==> config.mk <==
export PLATFORM = sky130hd
export DESIGN_NAME = if_fetch_flat
export DESIGN_NICKNAME = d
export VERILOG_FILES = /design/src/rtl/if_fetch_if.sv /design/src/rtl/if_fetch.sv /design/src/flat_wrapper.sv
export SDC_FILE = /design/constraint.sdc
export NUM_CORES = 1
export LEC_CHECK = 0
export CORE_MARGIN = 1
export CORE_UTILIZATION = 58
export CTS_CLUSTER_DIAMETER = 120
export CTS_CLUSTER_SIZE = 12
export DETAILED_ROUTE_END_ITERATION = 12
export GPL_TIMING_DRIVEN = 1
export PLACE_DENSITY = 0.86
export SYNTH_ARGS = -nofsm -noshare
export SYNTH_HDL_FRONTEND = slang
export SYNTH_SLANG_ARGS = --single-unit
==> constraint.sdc <==
create_clock -name clk -period 3.7 [get_ports clk]
set_input_delay 0.555 -clock clk [delete_from_list [all_inputs] [get_ports clk]]
set_output_delay 0.555 -clock clk [all_outputs]
set_load 0.1 [all_outputs]
==> src/rtl/if_fetch_if.sv <==
// Instruction-SRAM channel: the fetch stage (master) issues req/addr, the SRAM (slave)
// answers with addr_ok on acceptance and data_ok/rdata in request order.
interface if_fetch_if;
  logic        inst_req;
  logic [31:0] inst_addr;
  logic        inst_addr_ok;
  logic        inst_data_ok;
  logic [31:0] inst_rdata;

  modport master (
    output inst_req,
    output inst_addr,
    input  inst_addr_ok,
    input  inst_data_ok,
    input  inst_rdata
  );

  modport slave (
    input  inst_req,
    input  inst_addr,
    output inst_addr_ok,
    output inst_data_ok,
    output inst_rdata
  );
endinterface

==> src/rtl/if_fetch.sv <==
// MIPS instruction-fetch stage: one outstanding SRAM request, a one-entry result buffer,
// an output register towards decode, and branch redirect with a one-instruction delay slot.
module if_fetch #(
  parameter logic [31:0] RESET_PC = 32'hBFC0_0000
) (
  input  logic        clk,
  input  logic        rst_n,
  input  logic [5:0]  stall,
  input  logic [32:0] br_bus,
  if_fetch_if.master  sram,
  output logic [32:0] if_to_id_bus,
  output logic [31:0] if_inst,
  output logic        stallreq
);

  typedef enum logic [1:0] {S_REQ, S_WAIT, S_FULL} state_e;

  state_e      state_q, state_d;
  logic [31:0] req_pc_q, req_pc_d;
  logic [31:0] fly_pc_q, fly_pc_d;
  logic [31:0] buf_pc_q, buf_pc_d;
  logic [31:0] buf_inst_q, buf_inst_d;
  logic        cancel_q, cancel_d;
  logic        redir_valid_q, redir_valid_d;
  logic [31:0] redir_addr_q, redir_addr_d;
  logic        out_valid_q, out_valid_d;
  logic [31:0] out_pc_q, out_pc_d;
  logic [31:0] out_inst_q, out_inst_d;

  logic        consume;
  logic        br_take;
  logic [31:0] br_addr;
  logic        kill;
  logic        can_load;
  logic        data_live;
  logic        slot_is_req;
  logic        unused_stall;

  assign consume   = ~stall[1];
  assign br_take   = br_bus[32] & consume;
  assign br_addr   = br_bus[31:0];
  assign can_load  = ~out_valid_q | consume;
  assign data_live = (state_q == S_WAIT) & sram.inst_data_ok & ~cancel_q;
  // With the output register full, it is the delay slot and everything behind it is wrong-path.
  assign kill      = br_take & out_valid_q;
  // A cancelled in-flight request no longer counts, so req_pc itself becomes the delay slot.
  assign slot_is_req = ~out_valid_q &
                       ((state_q == S_REQ) | ((state_q == S_WAIT) & cancel_q));
  assign unused_stall = ^{stall[5:2], stall[0]};

  // NOTE: every signal written here gets a default first, so no latch can be inferred.
  always_comb begin
    out_valid_d = out_valid_q;
    out_pc_d    = out_pc_q;
    out_inst_d  = out_inst_q;
    if (can_load) begin
      if ((state_q == S_FULL) && !kill) begin
        out_valid_d = 1'b1;
        out_pc_d    = buf_pc_q;
        out_inst_d  = buf_inst_q;
      end else if (data_live && !kill) begin
        out_valid_d = 1'b1;
        out_pc_d    = fly_pc_q;
        out_inst_d  = sram.inst_rdata;
      end else begin
        out_valid_d = 1'b0;
        out_pc_d    = '0;
        out_inst_d  = '0;
      end
    end
  end

  always_comb begin
    state_d       = state_q;
    req_pc_d      = req_pc_q;
    fly_pc_d      = fly_pc_q;
    buf_pc_d      = buf_pc_q;
    buf_inst_d    = buf_inst_q;
    cancel_d      = cancel_q;
    redir_valid_d = redir_valid_q;
    redir_addr_d  = redir_addr_q;

    case (state_q)
      S_REQ: begin
        if (sram.inst_addr_ok) begin
          state_d       = S_WAIT;
          fly_pc_d      = req_pc_q;
          req_pc_d      = redir_valid_q ? redir_addr_q : req_pc_q + 32'd4;
          redir_valid_d = 1'b0;
        end
      end
      S_WAIT: begin
        if (sram.inst_data_ok) begin
          if (cancel_q) begin
            cancel_d = 1'b0;
            state_d  = S_REQ;
          end else if (can_load) begin
            state_d = S_REQ;
          end else begin
            buf_pc_d   = fly_pc_q;
            buf_inst_d = sram.inst_rdata;
            state_d    = S_FULL;
          end
        end
      end
      S_FULL: begin
        if (can_load) state_d = S_REQ;
      end
      default: state_d = S_REQ;
    endcase

    if (br_take) begin
      if (slot_is_req && !((state_q == S_REQ) && sram.inst_addr_ok)) begin
        redir_valid_d = 1'b1;
        redir_addr_d  = br_addr;
      end else begin
        // req_pc is younger than the delay slot (or the slot is being accepted right now).
        req_pc_d      = br_addr;
        redir_valid_d = 1'b0;
      end

      if (kill) begin
        case (state_q)
          S_FULL: state_d = S_REQ;
          S_WAIT: begin
            if (sram.inst_data_ok) begin
              state_d  = S_REQ;
              cancel_d = 1'b0;
            end else begin
              cancel_d = 1'b1;
            end
          end
          S_REQ: if (sram.inst_addr_ok) cancel_d = 1'b1;
          default: ;
        endcase
      end
    end
  end

  // NOTE: sequential state uses non-blocking assignments so all flops update together.
  always_ff @(posedge clk or negedge rst_n) begin
    if (!rst_n) begin
      state_q       <= S_REQ;
      req_pc_q      <= RESET_PC;
      // NOTE: datapath registers are reset as well so pc/inst/buffer read 0 out of reset.
      fly_pc_q      <= '0;
      buf_pc_q      <= '0;
      buf_inst_q    <= '0;
      cancel_q      <= 1'b0;
      redir_valid_q <= 1'b0;
      redir_addr_q  <= '0;
      out_valid_q   <= 1'b0;
      out_pc_q      <= '0;
      out_inst_q    <= '0;
    end else begin
      state_q       <= state_d;
      req_pc_q      <= req_pc_d;
      fly_pc_q      <= fly_pc_d;
      buf_pc_q      <= buf_pc_d;
      buf_inst_q    <= buf_inst_d;
      cancel_q      <= cancel_d;
      redir_valid_q <= redir_valid_d;
      redir_addr_q  <= redir_addr_d;
      out_valid_q   <= out_valid_d;
      out_pc_q      <= out_pc_d;
      out_inst_q    <= out_inst_d;
    end
  end

  assign sram.inst_req  = rst_n & (state_q == S_REQ);
  assign sram.inst_addr = rst_n ? req_pc_q : '0;
  assign if_to_id_bus   = {out_valid_q, out_pc_q};
  assign if_inst        = out_inst_q;
  assign stallreq       = ~out_valid_q & rst_n;

endmodule

==> src/flat_wrapper.sv <==
// flat-port wrapper written by rule: the top's interface ports become plain ports
module if_fetch_flat 
#(
  parameter logic [31:0] RESET_PC = 32'hBFC0_0000
)
  (clk, rst_n, stall, br_bus, if_to_id_bus, if_inst, stallreq, sram_inst_req, sram_inst_addr, sram_inst_addr_ok, sram_inst_data_ok, sram_inst_rdata);
  if_fetch_if sram_i ();
  input  logic clk;
  input  logic rst_n;
  input  logic [5:0] stall;
  input  logic [32:0] br_bus;
  output logic [32:0] if_to_id_bus;
  output logic [31:0] if_inst;
  output logic stallreq;
  output wire logic [$bits(sram_i.inst_req)-1:0] sram_inst_req;
  output wire logic [$bits(sram_i.inst_addr)-1:0] sram_inst_addr;
  input wire logic [$bits(sram_i.inst_addr_ok)-1:0] sram_inst_addr_ok;
  input wire logic [$bits(sram_i.inst_data_ok)-1:0] sram_inst_data_ok;
  input wire logic [$bits(sram_i.inst_rdata)-1:0] sram_inst_rdata;
  assign sram_inst_req = sram_i.inst_req;
  assign sram_inst_addr = sram_i.inst_addr;
  assign sram_i.inst_addr_ok = sram_inst_addr_ok;
  assign sram_i.inst_data_ok = sram_inst_data_ok;
  assign sram_i.inst_rdata = sram_inst_rdata;
  if_fetch #(.RESET_PC(RESET_PC)) u_core (.clk(clk), .rst_n(rst_n), .stall(stall), .br_bus(br_bus), .sram(sram_i), .if_to_id_bus(if_to_id_bus), .if_inst(if_inst), .stallreq(stallreq));
endmodule
# Yosys cells after proc, flatten, opt, wreduce, memory -nomap -nowiden
# Index checks and enable logic that the tools add are counted.
# totals
ff_bits,229
in_bits,75
wordCells,74
# op_classes
add_sub_neg,1
eq_ne,2
n_mux,33
n_bitwise,14
reduce_logical,13
# op_table
op,count
two-way mux 32 bit,10
adder 32 x 3 -> 32 bit (second input constant),1
two-way mux 2 bit,8
two-way mux 1 bit,12
AND 1 bit,8
case mux 2 bit (3 select lines),1
AND reduction 2 bit,3
logical AND 1 bit,4
NOT 1 bit,4
case mux 2 bit (2 select lines),1
AND reduction 4 bit,1
nonzero test 2 bit,2
equality test 2 x 1 -> 1 bit (second input constant),1
equality test 2 bit (second input constant),1
logical NOT 1 bit,2
logical NOT 2 bit,1
OR 1 bit,2
case mux 1 bit (2 select lines),1

# Depth between registers and ports, before layout
# Gate-level depths: netlist of run 1.
# logic_depth
depth_word,10
depth_mapped,9
mapped_depth_nobuf,7

# Least setup slack after synthesis of run 1
# Ideal clock, no wire load.
# synth_timing
path_kind,input to output
startpoint,in rst_n
endpoint,out stallreq
arrival_time_ps,1889
setup_slack_ps,1256
stages,1
path_cell_list,nor2b_1
# synth_between
elab_chain_cells,1
# synth_rtl
element,line_no,rtl
start: declaration,flat_wrapper.sv:9,input logic rst_n;
AND 1 bit,if_fetch.sv:174,assign stallreq = ~out_valid_q & rst_n;
end: declaration,flat_wrapper.sv:14,output logic stallreq;
# Every way passes these cells.

# Worst setup path in the final report of run 1
# layout_timing
startpoint,reg u_core.out_pc_q[13]
endpoint,out if_to_id_bus[13]
# layout_lines
element,line_no,rtl
start: declaration,if_fetch.sv:27,"logic [31:0] out_pc_q, out_pc_d;"
start signal: assignment,if_fetch.sv:165,out_pc_q <= out_pc_d;
end: declaration,flat_wrapper.sv:12,output logic [32:0] if_to_id_bus;
# No word-level cell between the ends.

==> flow_summary.json, run 1 <==
{
  "status": "complete, no violations",
  "clock_sink_count": 229,
  "grt_overflow": 0,
  "crit_family": "buffers and inverters",
  "hold_violations": 0,
  "cts_setup_buffers": 0,
  "synthesis.area_sq_um": 10700,
  "fin_cells": 1393,
  "wirelength_microns": 26000,
  "powerDensity_nw_per_um2": 947,
  "synth_edf_count": 0,
  "min_path_type": "input port to asynchronous set/reset pin",
  "cts_resized": 0,
  "totalPowerFinal_uw": 12400,
  "path_cells": "clkdlybuf4s50_1",
  "synth_nets": 1102,
  "core_area_sq_um": 18000,
  "required_ns": 3.14,
  "grt_pass1_vias": 8191,
  "tritoncts": "done",
  "fillerInstances": 1305,
  "numPlacedInstances": 1359,
  "final_layout_size_suffix_gt1_share_pct": 17.8,
  "synth.distinct_cells": 66,
  "max_stage_delay_ns": 1.19,
  "crit_type": "flop to output pin",
  "dieArea_sq_um": 19000,
  "drt-vias-per-instance": 6.12,
  "critPathSlowestCell": "clkdlybuf4s50_1",
  "syn2layout_area_growth_pct": 22.5,
  "path_clk_slew_ns": 0.06,
  "peakVddDrop_uv": 634,
  "crit_buf_inv": 1,
  "nNetsFinal": 1235,
  "crit_path_end_kind": "output pin",
  "cts-buffers-inserted": 23,
  "fmax_mhz": 386,
  "start_util_pct": 59.2,
  "synth.avg_cell_area_sq_um": 10.4,
  "die-width_microns": 138,
  "drtIter0Drc": 747,
  "fin_crit_sh_pct": 70.0,
  "drv_slew": 0,
  "ios": 174,
  "fp.dieH_microns": 138,
  "period_minus_slack_ns": 2.59,
  "antenna_found_initial": 0,
  "drc": 0,
  "ys_seq_area_share_pct": 53.8,
  "r2r-start": "u_core.req_pc_q[7]$_DFF_PN0_",
  "dr_total_vias": 8527,
  "stdcell_area_sq_um": 13100,
  "reg2reg_slack_ns": 1.23,
  "rows": 49,
  "ys.flop_type": "dfrtp_1",
  "synth_top_area_share_pct": 51.6,
  "ys_seq_elements": 229,
  "ys_warn_count": 0,
  "setup_viol": 0,
  "port_buffers": 168,
  "finClkSkew_ns": 0.0216,
  "synthTopCellsByArea": "dfrtp_1 52%, mux2_2 9.7%, nand2_1 4.8%",
  "cts_hold_buf": 0,
  "synth_area_leader_cell": "dfrtp_1",
  "finish.utilization_pct": 72.6,
  "htree_levels": 1,
  "placed_area_sq_um": 12500,
  "worst_pin_slew_ns": 1.05,
  "grt_pass1_wl_microns": 41500,
  "clock_path_buffers": 3,
  "finalSetupTns_ns": 0,
  "wl_per_cell_microns": 18.7,
  "clock_latency_ns": 0.51,
  "ys_async_sr_fraction_pct": 100,
  "antenna_left": 0,
  "cp-start-kind": "flop",
  "worstReg2RegEnd": "u_core.req_pc_q[21]$_DFF_PN0_",
  "total_leakage_power_uw": 0.00581,
  "crit_arrival_ns": 2.03,
  "syn_inst": 1022,
  "dp_hpwl_microns": 16800,
  "gp_congestion": 0.884,
  "grt_setup_unrepaired": "false",
  "worst-r2r-cell-count": 5,
  "grt_start_max_net_pins": 116,
  "maxCapViolCount": 0,
  "diodes": 0,
  "slew_headroom_pct": 29.8,
  "critPathMaxFanout": 2,
  "dr.pass1.iters": 5,
  "clockRootBuffer": "clkbuf_16",
  "grt_use_total_pct": 27.6
}
==> area by class of cell <==
type / instances / area [sq um] / area share (%)
clock buffers: 32 / 609 / 4.66
inverters: 11 / 41.3 / 0.316
repair buffers: 189 / 1940 / 14.9
well taps: 229 / 287 / 2.19
flip-flops and latches: 229 / 5740 / 43.9
multi-input cells: 701 / 4440 / 34.0
clock inverters: 2 / 20.0 / 0.153
==> per-stage QoR <==
stage                     hold WS (ns)  worst slack (ns)
after global placement           0.479             0.816
after floorplan                  0.259              1.26
final                           0.0619              1.11
after CTS                        0.114              1.10
after global routing             0.135              1.07
after detailed placement         0.484             0.795
==> sequential cells by signal, summed over array words and instances (netlist names) <==
signal / flops
u_core.buf_inst_q: 32
u_core.redir_valid_q: 1
u_core.redir_addr_q: 32
u_core.req_pc_q: 32
u_core.out_pc_q: 32
u_core.out_valid_q: 1
u_core.cancel_q: 1
u_core.state_q: 2
u_core.buf_pc_q: 32
u_core.if_inst: 32
u_core.fly_pc_q: 32
==> Yosys cell counts, drive strengths merged (12+ instances only) <==
master / n
o21ai: 32
and2: 36
buf: 32
mux2: 92
nand2: 137
nor3: 14
clkbuf: 45
a31oi: 12
a22oi: 65
nor2: 101
nand3: 15
dfrtp: 220
a21oi: 83
==> kinds of logic after synthesis <==
logic type / synth area share (%)
AOI/OAI and AO/OA: 14.5
xor gates and xnor gates: 0.246
adders and majority gates: 0.586
buffers and inverters: 4.84
DFF: 53.8
muxes: 10.5
and+or+nand+nor: 15.6
==> routing by layer <==
metal  global-route usage [%]  wire [microns]  part of all wire, %
met5                        0               0                    0
met4                     7.31             488                  1.9
met1                     39.0           11000                   42
met2                     44.8           12300                   47
met3                     4.08            2190                  8.4
==> where the power goes <==
group	leakage (uW)	internal (uW)	switching, uW
Clock	0.000305	1140	907
Combinational	0.00260	1720	4120
Sequential	0.00291	3610	895
Total	0.00581	6470	5920
==> worst max-delay path by stage <==
stage	start	to	slack (ns)	depth (start not counted)
floorplan	rst_n	stallreq	1.26	1
global placement	stall[1]	u_core.if_inst[31]$_DFFE_PN0P_	0.82	8
global route	u_core.out_pc_q[13]$_DFFE_PN0P_	if_to_id_bus[13]	1.07	1
CTS	u_core.out_pc_q[19]$_DFFE_PN0P_	if_to_id_bus[19]	1.10	1
finish	u_core.out_pc_q[13]$_DFFE_PN0P_	if_to_id_bus[13]	1.11	1
detailed placement	stall[1]	u_core.if_inst[31]$_DFFE_PN0P_	0.80	8
==> placed cells by master, fill, tap and decap left out, types with 15 or more instances in the layout <==
cell             netlist  routed
and2_1                35      33
dfrtp_1              220     220
o21ai_0               32      32
mux2_2                92      92
clkdlybuf4s50_1        0     132
nand3_1               15      15
buf_12                 0      15
buf_4                  2      41
clkbuf_16              0      23
a21oi_1               83      83
nor2_1               101      99
nand2_1              136     134
a22oi_1               60      60
(Power assumes the default switching activity.)
==> run 2: changes to the inputs <==
CORE_UTILIZATION = 54   (was 58)
PLACE_DENSITY = 0.81   (was 0.86)
clock period = 2.7 ns   (was 3.7 ns; I/O delays follow)
==> run 2 against run 1 <==
Net effect: core utilization fell by 3.8 points; sequential power rose by 36%; setup slack got worse by 0.80 ns; critical path depth rose by 3; power rose by 38%; largest power group unchanged; die area rose by 7.3%.
==> flow_summary.json, run 2 (synthesized netlist as in run 1, its figures left out) <==
{
  "status": "complete, no violations",
  "die-width_microns": 143,
  "min_path_type": "input port to flop",
  "rows": 51,
  "drtIter0Drc": 739,
  "peakVddDrop_uv": 640,
  "final_common_cell": "dfrtp_1",
  "syn2layout_area_growth_pct": 25.0,
  "drt-vias-per-instance": 5.80,
  "grt_pass1_wl_microns": 41200,
  "grt_overflow": 0,
  "path_clk_slew_ns": 0.06,
  "grt_pass1_vias": 8180,
  "required_ns": 2.30,
  "hold_path_depth": 3,
  "maxCapViolCount": 0,
  "setup_viol": 0,
  "slew_headroom_pct": 56.4,
  "fmax_mhz": 419,
  "worst-r2r-cell-count": 8,
  "path_cells": "dlygate4sd3_1 > buf_8 > nor2b_1 > buf_12",
  "clock_sink_count": 229,
  "final_layout_size_suffix_gt1_share_pct": 23.7,
  "clockRootBuffer": "clkbuf_16",
  "totalPowerFinal_uw": 17100,
  "clock_path_buffers": 3,
  "grt_use_total_pct": 25.4,
  "grt_start_max_net_pins": 130,
  "grt_setup_unrepaired": "false",
  "whs_ns": 0.469,
  "port_buffers": 168,
  "dr_total_vias": 8331,
  "cp-start-kind": "input port",
  "fp.dieH_microns": 143,
  "dieArea_sq_um": 20300,
  "dp_slack_ns": 0.266,
  "hold_violations": 0,
  "ios": 174,
  "cts-buffers-inserted": 23,
  "worst_slack_ns": 0.312,
  "crit_arrival_ns": 1.98,
  "total_leakage_power_uw": 0.00605,
  "dp_hpwl_microns": 16700,
  "clock_latency_ns": 0.50,
  "period_minus_slack_ns": 2.39,
  "htree_levels": 1,
  "crit_path_end_kind": "output pin",
  "critPathSlowestCell": "dlygate4sd3_1",
  "nNetsFinal": 1243,
  "max_stage_delay_ns": 0.60,
  "antenna_found_initial": 1,
  "final_cell_mix": "220 x dfrtp_1, 134 x nand2_1, 99 x nor2_1",
  "antenna_left": 0,
  "finish.utilization_pct": 68.8,
  "dr.pass1.iters": 5,
  "finClkSkew_ns": 0.0262,
  "wl_per_cell_microns": 17.6,
  "drv_slew": 0,
  "powerDensity_nw_per_um2": 1280,
  "critPathMaxFanout": 86,
  "wirelength_microns": 25300,
  "fin_crit_sh_pct": 88.4,
  "finalSetupTns_ns": 0,
  "drc": 0,
  "start_util_pct": 55.1,
  "gp_congestion": 0.870,
  "tritoncts": "done",
  "crit_type": "input port to output pin",
  "core_area_sq_um": 19400,
  "cts_resized": 0,
  "worst_pin_slew_ns": 0.653
}
run 2: cell count changes in the layout (fill, tap and decap cells not counted):
cell	delta
clkdlybuf4s50_1	-64
buf_4	+45
buf_12	+26
clkbuf_1	-1
diode_2	+1
dlygate4sd3_1	+1
inv_6	-1
run 2: cell type report:
cell class	count	area, sq um
fillers	1473	6050
flip-flops and latches	229	5740
multi-input cells	701	4440
repair buffers	197	2170
clock buffers	31	606
well taps	265	332
inverters	11	41.3
clock inverters	1	11.3
diodes	1	2.50
run 2: what timing repair did:
item / in CTS / in global routing
hold endpoints to repair: 42 / 0
setup buffers: 0 / 0
hold buffers: 1 / 0
setup endpoints to repair: 0 / 0
run 2: report_power, final:
part / switching, uW / leakage [uW] / total, uW / internal, uW
registers: 1180 / 0.00291 / 6130 / 4950
logic: 5670 / 0.00284 / 8170 / 2500
clock network: 1210 / 0.000299 / 2760 / 1550
run 2: worst paths after layout:
check | start | to | slack (ns)
min reg2reg | u_core.fly_pc_q[18]$_DFFE_PN0P_ | u_core.fly_pc_q[18]$_DFFE_PN0P_ | 0.49
min in group asynchronous | rst_n | u_core.out_pc_q[27]$_DFFE_PN0P_ | 0.51
max in group asynchronous | rst_n | u_core.if_inst[27]$_DFFE_PN0P_ | 1.39
max reg2reg | u_core.state_q[1]$_DFF_PN0_ | u_core.req_pc_q[23]$_DFF_PN1_ | 0.38
max | rst_n | stallreq | 0.31
min | br_bus[11] | u_core.req_pc_q[11]$_DFF_PN0_ | 0.47
run 2: per-layer routing:
metal	vias up	global-route usage (%)	routed length [microns]
met4	0	8.49	538
li1	3906	-	-
met1	4055	35.9	11200
met2	328	40.4	11900
met3	42	3.42	1650
met5	-	0	0
run 2: metrics by stage:
stage | cell area [sq um] | std cells
2_1_floorplan | 10700 | 1022
3_3_place_gp | 12700 | 1402
3_5_place_dp | 12700 | 1402
4_1_cts | 13300 | 1435
5_1_grt | 13300 | 1436
6_report | 13300 | 1436
run 2: worst max-delay path: cells and delay by family:
| family | cells | cell delay (ns) |
|---|---|---|
| AND/OR/NAND/NOR | 1 | 0.29 |
| buffers and inverters | 3 | 1.26 |
==> run 3: changes to the inputs <==
CELL_PAD_IN_SITES_DETAIL_PLACEMENT = 1   (was default)
CELL_PAD_IN_SITES_GLOBAL_PLACEMENT = 1   (was default)
CORE_ASPECT_RATIO = 1.1   (was default)
CORE_UTILIZATION = 42   (was 54)
PLACE_DENSITY = 0.85   (was 0.81)
==> run 3 against run 2 <==
Net effect: core utilization fell by 15 points; non-clock buffer count increased by 3; flip-flop and latch count did not move; combinational power increased by 2%; setup slack worse by 0.0051 ns; register-to-register slack got worse by 0.03 ns; via count up 2.4%; fmax shrank 0.21%; largest cell class unchanged; highest routed layer unchanged.
==> flow_summary.json, run 3 (synthesized netlist as in run 1, its figures left out) <==
{
  "status": "complete, no violations",
  "core_area_sq_um": 24700,
  "antenna_found_initial": 1,
  "clock_power_share_pct": 16.2,
  "nNetsFinal": 1246,
  "ios": 174,
  "pwr-share-seq_pct": 35.7,
  "slew_headroom_pct": 59.1,
  "rows": 60,
  "finalSetupTns_ns": 0,
  "finish.utilization_pct": 54.3,
  "drv_slew": 0,
  "fin_cells": 1483,
  "fin_crit_sh_pct": 88.6,
  "dr_total_vias": 8527,
  "drtIter0Drc": 529,
  "dr.pass1.iters": 5,
  "powerDensity_nw_per_um2": 1290,
  "worst_pin_slew_ns": 0.613,
  "grt_overflow": 0,
  "grt_setup_unrepaired": "false",
  "hold_violations": 0,
  "setup_viol": 0,
  "syn2layout_area_growth_pct": 25.6,
  "dp_hpwl_microns": 19800,
  "maxCapViolCount": 0,
  "cts_setup_buffers": 0,
  "die-width_microns": 154,
  "tritoncts": "done",
  "critPathSlowestCell": "dlygate4sd3_1",
  "p_sw_uw": 8320,
  "path_cells": "dlygate4sd3_1 > buf_8 > and2_1 > buf_12",
  "cts_hold_buf": 1,
  "p_sw_share_pct": 48.0,
  "fp.dieH_microns": 169,
  "numPlacedInstances": 1450,
  "crit_arrival_ns": 1.99,
  "cts_resized": 0,
  "finClkSkew_ns": 0.0139,
  "grt_use_total_pct": 23.4,
  "crit_path_end_kind": "output pin",
  "wirelength_microns": 29900,
  "crit_buf_inv": 3,
  "total_leakage_power_uw": 0.00606,
  "clock_path_buffers": 3,
  "clock_sink_count": 229,
  "cp-start-kind": "input port",
  "path_clk_slew_ns": 0.06,
  "grt_pass1_vias": 9102,
  "max_stage_delay_ns": 0.57,
  "critPathMaxFanout": 83,
  "grt_pass1_wl_microns": 48900,
  "wl_per_cell_microns": 20.1,
  "htree_levels": 1,
  "stdcell_area_sq_um": 13400,
  "peakVddDrop_uv": 640,
  "drt-vias-per-instance": 5.75,
  "min_path_type": "input port to asynchronous set/reset pin",
  "grt_start_max_net_pins": 130,
  "final_common_cell": "dfrtp_1",
  "placed_area_sq_um": 12800,
  "cts-buffers-inserted": 23,
  "clockRootBuffer": "clkbuf_16",
  "fmax_mhz": 418,
  "final_cell_mix": "220 x dfrtp_1, 134 x nand2_1, 99 x nor2_1",
  "p_comb_share_pct": 48.0,
  "clock_latency_ns": 0.51,
  "port_buffers": 168,
  "required_ns": 2.30,
  "gp_congestion": 0.811,
  "internal-power_uw": 9000,
  "fillerInstances": 2629,
  "period_minus_slack_ns": 2.39,
  "crit_family": "buffers and inverters",
  "final_layout_size_suffix_gt1_share_pct": 23.9,
  "crit_type": "input port to output pin",
  "totalPowerFinal_uw": 17300,
  "drc": 0,
  "antenna_left": 0,
  "dieArea_sq_um": 26100,
  "start_util_pct": 43.2
}
## run 3: cell types whose count changed in the layout (fill, tap and decap cells not counted), sizes merged
cell	before	now
clkbuf	31	30
buf	128	131
## run 3: cell type report
| type | instances | area, sq um | share of cell area [%] |
|---|---|---|---|
| Inverter | 11 | 41.3 | 0.308 |
| Timing Repair Buffer | 200 | 2180 | 16.3 |
| Clock inverter | 1 | 11.3 | 0.0840 |
| Clock buffer | 30 | 602 | 4.49 |
| Antenna cell | 1 | 2.50 | 0.0187 |
| Sequential cell | 229 | 5740 | 42.8 |
| Tap cell | 310 | 388 | 2.89 |
| Multi-Input combinational cell | 701 | 4440 | 33.1 |
## run 3: final timing paths
check	startpoint	endpoint	slack, ns	cells past startpoint
max	rst_n	sram_inst_addr[18]	0.31	4
min	rst_n	u_core.buf_inst_q[2]$_DFFE_PN0P_	0.43	2
max reg2reg	u_core.state_q[1]$_DFF_PN0_	u_core.req_pc_q[23]$_DFF_PN1_	0.35	8
min reg2reg	u_core.redir_addr_q[15]$_DFFE_PN0P_	u_core.redir_addr_q[15]$_DFFE_PN0P_	0.50	1
max in group asynchronous	rst_n	u_core.buf_inst_q[27]$_DFFE_PN0P_	1.23	3
min in group clk	br_bus[26]	u_core.req_pc_q[26]$_DFF_PN1_	0.46	3
## run 3: routing by layer
metal,track usage (%),up-vias,share of wire [%]
met3,3.19,48,5.1
li1,-,3898,-
met5,0,-,0
met4,6.48,0,2.3
met1,31.0,4346,43
met2,40.2,235,49
## run 3: stage by stage
step                      hold slack [ns]  setup slack, ns
after floorplan                     0.109            0.429
after global placement              0.393            0.318
after detailed placement            0.392            0.241
after CTS                           0.433            0.295
after global routing                0.457            0.194
final                               0.428            0.307
## run 3: power by group through the flow
stage | logic [uW] | registers, uW | clock network (uW)
2_1_floorplan | 3770 | 8310 | 0
3_3_place_gp | 8110 | 6060 | 0
3_5_place_dp | 8320 | 6210 | 0
4_1_cts | 8380 | 6170 | 2900
5_1_grt | 8760 | 6390 | 3020
6_report | 8320 | 6190 | 2810
